[config.mk]
export PLATFORM = sky130hd
export DESIGN_NAME = hdlverifier_trigger_unit
export DESIGN_NICKNAME = d
export VERILOG_FILES = /design/src/rtl/hdlverifier_trigger_unit.sv
export SDC_FILE = /design/constraint.sdc
export NUM_CORES = 1
export LEC_CHECK = 0
export CORE_ASPECT_RATIO = 0.9
export CORE_MARGIN = 2
export CORE_UTILIZATION = 45
export CTS_BUF_LIST = sky130_fd_sc_hd__clkbuf_16
export CTS_CLUSTER_SIZE = 8
export DETAILED_ROUTE_END_ITERATION = 10
export PLACE_DENSITY = 0.76
export SYNTH_ARGS = -nofsm -noshare
export SYNTH_HDL_FRONTEND = slang
export SYNTH_SLANG_ARGS = --single-unit
[constraint.sdc]
create_clock -name clk -period 3.3 [get_ports clk]
set_input_delay 0.33 -clock clk [delete_from_list [all_inputs] [get_ports clk]]
set_output_delay 0.33 -clock clk [all_outputs]
set_load 0.02 [all_outputs]
[src/rtl/hdlverifier_trigger_unit.sv]
// Trigger-condition evaluator feeding the capture core.
// A two-stage sample pipeline (s1 = current, s2 = previous) evaluates per-signal
// level and edge conditions. The trigger fires on the (occ+1)-th qualifying sample
// seen while armed. Because the pipeline is two stages deep, the trigger lines up
// with the core's 2-cycle data delay.
module hdlverifier_trigger_unit #(
  parameter int unsigned SIG_WIDTH  = 4,
  parameter int unsigned CNT_WIDTH  = 9,
  parameter int unsigned TRIG_WIDTH = 3 * SIG_WIDTH + 1 + CNT_WIDTH
) (
  input  logic                  clk,
  input  logic                  reset,
  input  logic                  clk_enable,
  input  logic [SIG_WIDTH-1:0]  trig_signal,
  input  logic [TRIG_WIDTH-1:0] trigger_setting,
  input  logic                  start,
  output logic                  trigger,
  output logic                  armed,
  output logic [CNT_WIDTH-1:0]  hit_count
);

  // Field positions inside the setting word
  localparam int unsigned CombBit = 3 * SIG_WIDTH;
  localparam int unsigned OccLsb  = 3 * SIG_WIDTH + 1;

  // Per-signal condition codes; 110/111 fall through to don't-care
  localparam logic [2:0] CondLow     = 3'b001;
  localparam logic [2:0] CondHigh    = 3'b010;
  localparam logic [2:0] CondRise    = 3'b011;
  localparam logic [2:0] CondFall    = 3'b100;
  localparam logic [2:0] CondAnyEdge = 3'b101;

  typedef enum logic [1:0] {
    StIdle,
    StArmed,
    StTriggered
  } state_e;

  state_e                state_q, state_d;
  logic [SIG_WIDTH-1:0]  s1_q, s2_q;
  logic [TRIG_WIDTH-1:0] shadow_q, shadow_d;
  logic [CNT_WIDTH-1:0]  hit_q, hit_d;
  logic                  trigger_q, trigger_d;
  logic                  armed_q, armed_d;

  logic [SIG_WIDTH-1:0]  term_act;
  logic [SIG_WIDTH-1:0]  term_val;
  logic                  and_match, or_match, match;
  logic [CNT_WIDTH-1:0]  occ;

  assign occ = shadow_q[TRIG_WIDTH-1:OccLsb];

  // Sample pipeline: only advances on enabled cycles, independent of FSM state so
  // that edge terms can use history captured before arming.
  always_ff @(posedge clk) begin
    if (reset) begin
      s1_q <= '0;
      s2_q <= '0;
    end else if (clk_enable) begin
      s1_q <= trig_signal;
      s2_q <= s1_q;
    end
  end

  // Per-signal term evaluation against the latched settings
  always_comb begin
    term_act = '0;
    term_val = '0;
    for (int i = 0; i < SIG_WIDTH; i++) begin
      case (shadow_q[3*i +: 3])
        CondLow: begin
          term_act[i] = 1'b1;
          term_val[i] = ~s1_q[i];
        end
        CondHigh: begin
          term_act[i] = 1'b1;
          term_val[i] = s1_q[i];
        end
        CondRise: begin
          term_act[i] = 1'b1;
          term_val[i] = s1_q[i] & ~s2_q[i];
        end
        CondFall: begin
          term_act[i] = 1'b1;
          term_val[i] = ~s1_q[i] & s2_q[i];
        end
        CondAnyEdge: begin
          term_act[i] = 1'b1;
          term_val[i] = s1_q[i] ^ s2_q[i];
        end
        default: begin
          term_act[i] = 1'b0;
          term_val[i] = 1'b0;
        end
      endcase
    end
  end

  // Combine active terms; inactive terms are neutral for AND (1) and OR (0), so an
  // all-don't-care setting matches always under AND and never under OR.
  always_comb begin
    and_match = 1'b1;
    or_match  = 1'b0;
    for (int i = 0; i < SIG_WIDTH; i++) begin
      if (term_act[i]) begin
        and_match = and_match & term_val[i];
        or_match  = or_match | term_val[i];
      end
    end
    match = shadow_q[CombBit] ? or_match : and_match;
  end

  // Next-state logic: start=0 always returns to idle and wins over a match
  always_comb begin
    state_d  = state_q;
    hit_d    = hit_q;
    shadow_d = shadow_q;
    unique case (state_q)
      StIdle: begin
        if (start) begin
          state_d  = StArmed;
          hit_d    = '0;
          shadow_d = trigger_setting;
        end
      end
      StArmed: begin
        if (!start) begin
          state_d = StIdle;
        end else if (clk_enable && match) begin
          if (hit_q == occ) begin
            state_d = StTriggered;
          end else begin
            hit_d = hit_q + CNT_WIDTH'(1);
          end
        end
      end
      StTriggered: begin
        if (!start) begin
          state_d = StIdle;
        end
      end
      default: begin
        state_d = StIdle;
      end
    endcase
    trigger_d = (state_d == StTriggered);
    armed_d   = (state_d == StArmed);
  end

  // State, counter, shadow settings and registered status outputs
  always_ff @(posedge clk) begin
    if (reset) begin
      state_q   <= StIdle;
      hit_q     <= '0;
      shadow_q  <= '0;
      trigger_q <= 1'b0;
      armed_q   <= 1'b0;
    end else begin
      state_q   <= state_d;
      hit_q     <= hit_d;
      shadow_q  <= shadow_d;
      trigger_q <= trigger_d;
      armed_q   <= armed_d;
    end
  end

  assign trigger   = trigger_q;
  assign armed     = armed_q;
  assign hit_count = hit_q;

endmodule
==> reports/qor_table.md, run 1 <==
| Item | This run | Unit |
|:---|:---|:---|
| Outcome | complete, no violations | - |
| Port Buffer Count | 40 | - |
| Startpoint type of the worst setup path | flip-flop | - |
| Fin Clk Skew | 5.348 | ps |
| Portion of the post-synthesis area used by sequential elements | 37.37 | % |
| Post-synthesis instance area | 2303 | sq um |
| Syn nets | 317 | - |
| Final worst-path cycle share | 79.25 | % |
| Vias in the first global route | 1855 | - |
| Worst setup slack for register-to-register paths | 680 | ps |
| Final min period | 2615 | ps |
| DR vias/cell | 5.272 | - |
| Crit path required time | 3470 | ps |
| Placer's final routability congestion estimate | 0.7583 | - |
| TritonCTS clock tree | yes | - |
| Max Root-Sink Buffers | 2 | - |
| Wire length of the first global-routing pass | 8286 | um |
| Floorplan Core Area | 4895 | sq um |
| Peak Freq | 382.4 | MHz |
| Fraction of registers with async set or reset after synthesis | 0 | % |
| Post-synthesis average cell area | 8.286 | sq um |
| Worst VDD drop | 0.2971 | mV |
| Main synth FF type | sky130_fd_sc_hd__dfxtp_1 | - |
| Worst-case reg-to-reg path depth | 9 | - |
| Maximum fanout count along the critical path | 14 | - |
| Total detailed-routing wirelength | 4869 | um |
| # Max-Cap Violations | 0 | - |
| Crit path largest cell delay | 430 | ps |
| Tightest Hold Check Type | flip-flop to flip-flop | - |
| Clock Latency Late Sink | 290 | ps |
| # hold bufs at CTS | 0 | - |
| Fillcell total | 456 | - |
| Half-perimeter wire length of the detailed placement result | 3567 | um |
| Worst reg2reg endpoint | hit_count[1]$_SDFFE_PP0P_ | - |
| Static Leakage | 1.058 | nW |
| Number of failing hold endpoints at the final stage | 0 | - |
| Dominant cell type by area after synthesis | sky130_fd_sc_hd__dfxtp_1 | - |
| Final total negative setup slack | 0 | ps |
| Post-CTS resize count | 0 | - |
| Iteration-0 DRC Markers | 103 | - |
| Width of the die | 79.42 | um |
| Setup repair bufs after CTS | 0 | - |
| Critical Path Slowest Stage Cell | sky130_fd_sc_hd__dfxtp_1 | - |
| DIE HEIGHT | 71.88 | um |
| Setup-failing EPs final | 0 | - |
| First-pass iteration count of the detailed router | 4 | - |
| Number of different library cells in the post-synthesis netlist | 52 | - |
| Global route total overflow | 0 | - |
| Number of instances in the synthesized netlist | 278 | - |
| Clock root buffer | sky130_fd_sc_hd__clkbuf_16 | - |
| Total Nets Final | 352 | - |
| Most common cell in the netlist | sky130_fd_sc_hd__nand2_1 | - |
| Syn. warnings | 0 | - |
| Via count | 1998 | - |
| Clk sinks | 43 | - |
| Share of post-route cells with drive strength above 1 | 8.917 | % |
| Kind of end point of the critical path | flip-flop | - |
| Kind of critical path | flip-flop to flip-flop | - |
| Maximum number of pins on one net before global-route repair | 24 | - |
| Startpoint of the lowest-slack register-to-register path | s1_q[3]$_SDFFE_PP0P_ | - |
| Clock transition time at the flip-flop clock pins of the worst setup and hold paths | 60 | ps |
| Relative area change from synthesis to final layout | 24.72 | % |
| Final ANT Viol Nets | 0 | - |
| Register bit count reported by yosys | 43 | - |
| Unrepaired setup endpoints after global routing | no | - |
| Power per cell area | 420.3 | nW/um^2 |
| Synth area leaders | sky130_fd_sc_hd__dfxtp_1 (37%), sky130_fd_sc_hd__nand2_1 (8.5%), sky130_fd_sc_hd__a21oi_1 (6.7%) | - |
| Initial standard-cell utilization of the core | 47.06 | % |
| Floorplan die area | 5708 | sq um |
| Arrival time at the worst endpoint | 2780 | ps |
| Antenna violations before repair | 0 | - |
| Hold-critical path depth | 2 | - |
| DRC violations left | 0 | - |
| Area share of the largest cell type after synthesis | 37.37 | % |
| # rows | 24 | - |
| Worst hold margin | 477.5 | ps |
| Cells traversed along the worst timing path | inv_1 > ha_1 > and4bb_2 > or3_4 > o32ai_2 > nor4_2 > nor2_2 > mux2i_1 > nor2_1 | - |
| Final Slew Violations | 0 | - |
| Transition at the pin with the smallest max-transition slack | 513.9 | ps |
| Routed length per placed instance | 12.85 | um |
| Hold Path Origin | shadow_q[16]$_SDFFE_PP0P_ | - |
| Ports placed on the boundary | 41 | - |
| H-tree levels | 2 | - |
| TritonCTS buffer count | 5 | - |
| Number of enable-type register cells in the synthesized netlist | 0 | - |
| Leading cell types by count after synthesis | sky130_fd_sc_hd__nand2_1 (52), sky130_fd_sc_hd__dfxtp_1 (43), sky130_fd_sc_hd__a21oi_1 (31) | - |
| Max-Slew Margin vs Limit | 65.63 | % |
| Total inserted antenna cells | 0 | - |
| Terminating pin of the worst hold path | shadow_q[16]$_SDFFE_PP0P_ | - |
| Global-route usage over all layers | 18.51 | % |
## per-stage QoR
stage	worst slack [ps]	util, %	total power [W]	std cells	instance area (sq um)
finish	684.8	58.69	0.001207	379	2873
global route	490.7	58.69	0.001265	379	2873
CTS	675.1	58.69	0.001220	379	2873
detailed placement	689.0	55.80	0.0007463	371	2731
global placement	760.4	55.80	0.0007419	371	2731
floorplan	969.4	-	0.0006844	278	2303
## sequential cells by signal, summed over array words and instances (netlist names)
register and cells:
shadow_q 22, hit_count 9, s1_q 4, s2_q 4, state_q 2, armed 1
trigger 1
## kinds of logic after synthesis
logic type               share of synthesized area, %
AO/OA/AOI/OAI                                   17.22
XOR/XNOR                                        4.183
adder cells (fa/ha/maj)                         4.889
buffers and inverters                           5.269
flip-flops                                      37.37
multiplexers                                    5.649
AND/OR/NAND/NOR                                 25.42
## worst max-delay path: cells and delay by family (launching register included)
kind | cells | cell delay (ps)
multiplexers | 1 | 240
flip-flops | 1 | 430
AO/OA/AOI/OAI | 1 | 330
adder cells (fa/ha/maj) | 1 | 270
buffers and inverters | 1 | 70
AND/OR/NAND/NOR | 5 | 1170
## layout make-up
cell class	count	area (sq um)	share of cell area, %
clock buffer	5	125.1	4.355
multi-input combinational	208	1321	45.99
timing repair buffer	43	422.9	14.72
tap	65	81.33	2.831
inverter	12	45.04	1.568
clock inverter	3	16.27	0.5662
sequential	43	860.8	29.97
## cell usage in the layout, fill, tap and decap left out, types with 3 or more instances in the layout
cell	netlist	layout
sky130_fd_sc_hd__or3_1	4	4
sky130_fd_sc_hd__nor2_1	17	17
sky130_fd_sc_hd__nand2_1	52	52
sky130_fd_sc_hd__o31ai_1	3	3
sky130_fd_sc_hd__a31oi_1	3	3
sky130_fd_sc_hd__xnor2_1	9	9
sky130_fd_sc_hd__clkdlybuf4s50_1	0	40
sky130_fd_sc_hd__o21ai_0	8	8
sky130_fd_sc_hd__nor2b_1	7	7
sky130_fd_sc_hd__inv_1	12	13
sky130_fd_sc_hd__a21oi_1	31	31
sky130_fd_sc_hd__nand3_1	3	3
sky130_fd_sc_hd__clkbuf_16	0	5
sky130_fd_sc_hd__nand4_1	3	3
sky130_fd_sc_hd__dfxtp_1	43	43
sky130_fd_sc_hd__nor3b_1	4	4
sky130_fd_sc_hd__mux2i_1	10	10
sky130_fd_sc_hd__nand2b_1	7	7
sky130_fd_sc_hd__ha_1	9	9
sky130_fd_sc_hd__buf_4	1	3
## report_power, final
| part | internal [W] | switching (W) |
|---|---|---|
| sequential | 0.000542 | 0.0000279 |
| clock | 0.000276 | 0.000196 |
| combinational | 0.0000876 | 0.0000783 |
| total | 0.000905 | 0.000302 |
## layer usage
| metal | share of wire, % | wire, um | track usage (%) |
|---|---|---|---|
| met1 | 50 | 2452 | 24.43 |
| met3 | 3.7 | 180 | 3.904 |
| met4 | 1.7 | 84 | 8.621 |
| met5 | 0 | 0 | 0 |
| met2 | 44 | 2151 | 29.10 |
## worst max-delay path by stage
stage                                    start                         to  slack [ps]
final                     s1_q[3]$_SDFFE_PP0P_  hit_count[1]$_SDFFE_PP0P_         680
after global routing      s1_q[3]$_SDFFE_PP0P_  hit_count[8]$_SDFFE_PP0P_         490
after CTS                 s1_q[3]$_SDFFE_PP0P_  hit_count[1]$_SDFFE_PP0P_         680
after detailed placement  s1_q[3]$_SDFFE_PP0P_  hit_count[1]$_SDFFE_PP0P_         690
after global placement    s1_q[3]$_SDFFE_PP0P_  hit_count[1]$_SDFFE_PP0P_         760
after floorplan           s1_q[3]$_SDFFE_PP0P_  hit_count[1]$_SDFFE_PP0P_         970
Power figures use the tool's default switching activity.
==> inputs of run 2 (changes only) <==
Settings changed: PLACE_DENSITY 0.76 to 0.79.
Clock period 3.3 ns to 2.14 ns, I/O delays scaled along.
==> run 2 against run 1 <==
Effect of this change: the run now ends with setup timing left; count of clock-buffer cells in the layout unchanged; power increased by 60%; core utilization increased by 8.7 points; critical path depth unchanged; maximum frequency increased by 14%; non-clock buffer count increased by 31; setup slack got worse by 830 ps; sequential share of layout area decreased by 3.6 points; final area increased by 15%; first-iteration DRC count decreased by 14%; critical endpoint is now hit_count[5]$_SDFFE_PP0P_.
==> reports/qor_table.md, run 2 (synthesized netlist as in run 1, its figures left out) <==
| Item | This run | Unit |
|:---|:---|:---|
| Crit path largest cell delay | 350 | ps |
| Sw frac | 25.25 | % |
| Max Root-Sink Buffers | 2 | - |
| Crit path required time | 2350 | ps |
| Wire length of the first global-routing pass | 9225 | um |
| Outcome | finished, violations left | - |
| Clock transition time at the flip-flop clock pins of the worst setup and hold paths | 60 | ps |
| CP top delay family | simple AND/OR/NAND/NOR gates | - |
| Internal portion of total power | 0.001448 | W |
| Vias in the first global route | 2017 | - |
| Peak Freq | 437.4 | MHz |
| Clock Latency Late Sink | 280 | ps |
| Arrival time at the worst endpoint | 2490 | ps |
| Final min period | 2286 | ps |
| Final ANT Viol Nets | 0 | - |
| Kind of end point of the critical path | flip-flop | - |
| Violated checks | setup timing | - |
| Antenna violations before repair | 0 | - |
| Final cell count without fillers | 409 | - |
| H-tree levels | 2 | - |
| Fillcell total | 395 | - |
| Via count | 2177 | - |
| Cells traversed along the worst timing path | mux2_4 > a211oi_4 > o32ai_4 > nor4_4 > nor2_4 > buf_6 > buf_6 > or3_1 > a21oi_1 | - |
| Iteration-0 DRC Markers | 89 | - |
| Clk sinks | 43 | - |
| # hold bufs at CTS | 0 | - |
| Width of the die | 79.42 | um |
| Hold-critical path depth | 2 | - |
| Floorplan die area | 5708 | sq um |
| TritonCTS buffer count | 5 | - |
| Fin Clk Skew | 4.166 | ps |
| Placed cell count | 396 | - |
| DIE HEIGHT | 71.88 | um |
| DRC violations left | 0 | - |
| Worst hold margin | 470.3 | ps |
| # rows | 24 | - |
| Total Nets Final | 383 | - |
| Worst-case reg-to-reg path depth | 9 | - |
| Critical Path Slowest Stage Cell | sky130_fd_sc_hd__dfxtp_2 | - |
| Placer's final routability congestion estimate | 0.8289 | - |
| Relative area change from synthesis to final layout | 43.18 | % |
| # Max-Cap Violations | 0 | - |
| Power per cell area | 587.2 | nW/um^2 |
| Final Slew Violations | 0 | - |
| Cell repeated most along the worst path | sky130_fd_sc_hd__buf_6 | - |
| Number of failing hold endpoints at the final stage | 0 | - |
| Total detailed-routing wirelength | 5695 | um |
| Ports placed on the boundary | 41 | - |
| Routed length per placed instance | 13.92 | um |
| Startpoint type of the worst setup path | flip-flop | - |
| Combinational share of power | 18.7 | % |
| Stages on the worst setup path | 9 | - |
| Flip-flop count of the largest register, all copies and words added | 22 | - |
| Static Leakage | 1.249 | nW |
| Kind of critical path | flip-flop to flip-flop | - |
| Maximum fanout count along the critical path | 4 | - |
| Global route total overflow | 0 | - |
| TritonCTS clock tree | yes | - |
| Share of power burned in the clock network | 36.4 | % |
| Tightest Hold Check Type | flip-flop to flip-flop | - |
| Sequential group share of total power | 44.9 | % |
| Transition at the pin with the smallest max-transition slack | 434.1 | ps |
| Leading cell types in the layout, fill and taps excluded | sky130_fd_sc_hd__nand2_1 (52), sky130_fd_sc_hd__clkdlybuf4s50_1 (40), sky130_fd_sc_hd__dfxtp_1 (37), sky130_fd_sc_hd__buf_4 (31), sky130_fd_sc_hd__a21oi_1 (28) | - |
| Port Buffer Count | 40 | - |
| Most common cell after layout, fill and taps aside | sky130_fd_sc_hd__nand2_1 | - |
| Half-perimeter wire length of the detailed placement result | 3806 | um |
| Floorplan Core Area | 4895 | sq um |
| Switching power summed over all nets | 0.0004890 | W |
| Buffers and inverters on the worst path | 2 | - |
| Unrepaired setup endpoints after global routing | yes | - |
| Post-layout worst setup margin | -146.2 | ps |
| Initial standard-cell utilization of the core | 47.06 | % |
| Global-route usage over all layers | 20.53 | % |
| Setup-failing EPs final | 11 | - |
| Register with the most flip-flops | shadow_q | - |
| Worst setup slack after placement | -293.0 | ps |
| DR vias/cell | 5.323 | - |
| Worst VDD drop | 0.4226 | mV |
| Share of post-route cells with drive strength above 1 | 25.00 | % |
| Final worst-path cycle share | 106.8 | % |
| Max-Slew Margin vs Limit | 70.84 | % |
| Clock root buffer | sky130_fd_sc_hd__clkbuf_16 | - |
| Maximum number of pins on one net before global-route repair | 32 | - |
| First-pass iteration count of the detailed router | 5 | - |
| Total inserted antenna cells | 0 | - |
run 2: what timing repair did:
action / CTS / global route
resized for setup: 14 / 23
endpoints found under the hold margin: 0 / 0
buffers inserted: 7 / 0
pin swaps: 14 / 8
setup endpoints to repair: 10 / 13
run 2: final cells by class:
| cell class | count | area (sq um) | area share [%] |
|---|---|---|---|
| Inverter | 12 | 45.04 | 1.366 |
| Sequential cell | 43 | 870.8 | 26.40 |
| Clock buffer | 5 | 125.1 | 3.794 |
| Clock inverter | 2 | 8.758 | 0.2656 |
| Tap cell | 65 | 81.33 | 2.466 |
| Multi-Input combinational cell | 208 | 1500 | 45.49 |
| Timing Repair Buffer | 74 | 666.9 | 20.22 |
run 2: worst reg2reg max path, stage by stage, from the launching register on:
cell                       delay [ps]
sky130_fd_sc_hd__dfxtp_2          350
sky130_fd_sc_hd__mux2_4           320
sky130_fd_sc_hd__a211oi_4         300
sky130_fd_sc_hd__o32ai_4          160
sky130_fd_sc_hd__nor4_4           330
sky130_fd_sc_hd__nor2_4            80
sky130_fd_sc_hd__buf_6            130
sky130_fd_sc_hd__buf_6            100
sky130_fd_sc_hd__or3_1            300
sky130_fd_sc_hd__a21oi_1          140
run 2: routing by layer:
layer	routed length, um	share of wire, %	vias up	track usage, %
li1	-	-	1085	-
met1	2592	46	1025	28.07
met2	2687	47	58	32.39
met3	342	6.0	9	4.030
met4	73	1.3	0	7.471
met5	0	0	-	0
run 2: worst paths after layout:
| kind | end | start | slack [ps] |
|---|---|---|---|
| hold reg to reg | shadow_q[16]$_SDFFE_PP0P_ | shadow_q[16]$_SDFFE_PP0P_ | 470 |
| setup / recovery | hit_count[5]$_SDFFE_PP0P_ | s1_q[1]$_SDFFE_PP0P_ | -150 |
| setup reg to reg | hit_count[5]$_SDFFE_PP0P_ | s1_q[1]$_SDFFE_PP0P_ | -150 |
| hold / removal | shadow_q[16]$_SDFFE_PP0P_ | shadow_q[16]$_SDFFE_PP0P_ | 470 |
run 2: power by group through the flow:
stage	sequential (W)	clock [W]	combinational, W
floorplan	0.000886	0	0.000182
global placement	0.000882	0	0.000312
detailed placement	0.000884	0	0.000317
finish	0.000870	0.000705	0.000362
CTS	0.000869	0.000721	0.000340
global route	0.000874	0.000750	0.000393
run 2: through the flow:
stage	cell area (sq um)	power (W)	TNS (ps)	utilization [%]
4_1_cts	3201	0.001931	-1332	65.39
2_1_floorplan	2340	0.001068	-231.0	-
3_3_place_gp	2955	0.001194	-961.9	60.38
5_1_grt	3298	0.002017	-2186	67.38
3_5_place_dp	2955	0.001201	-1483	60.38
6_report	3298	0.001937	-892.7	67.38
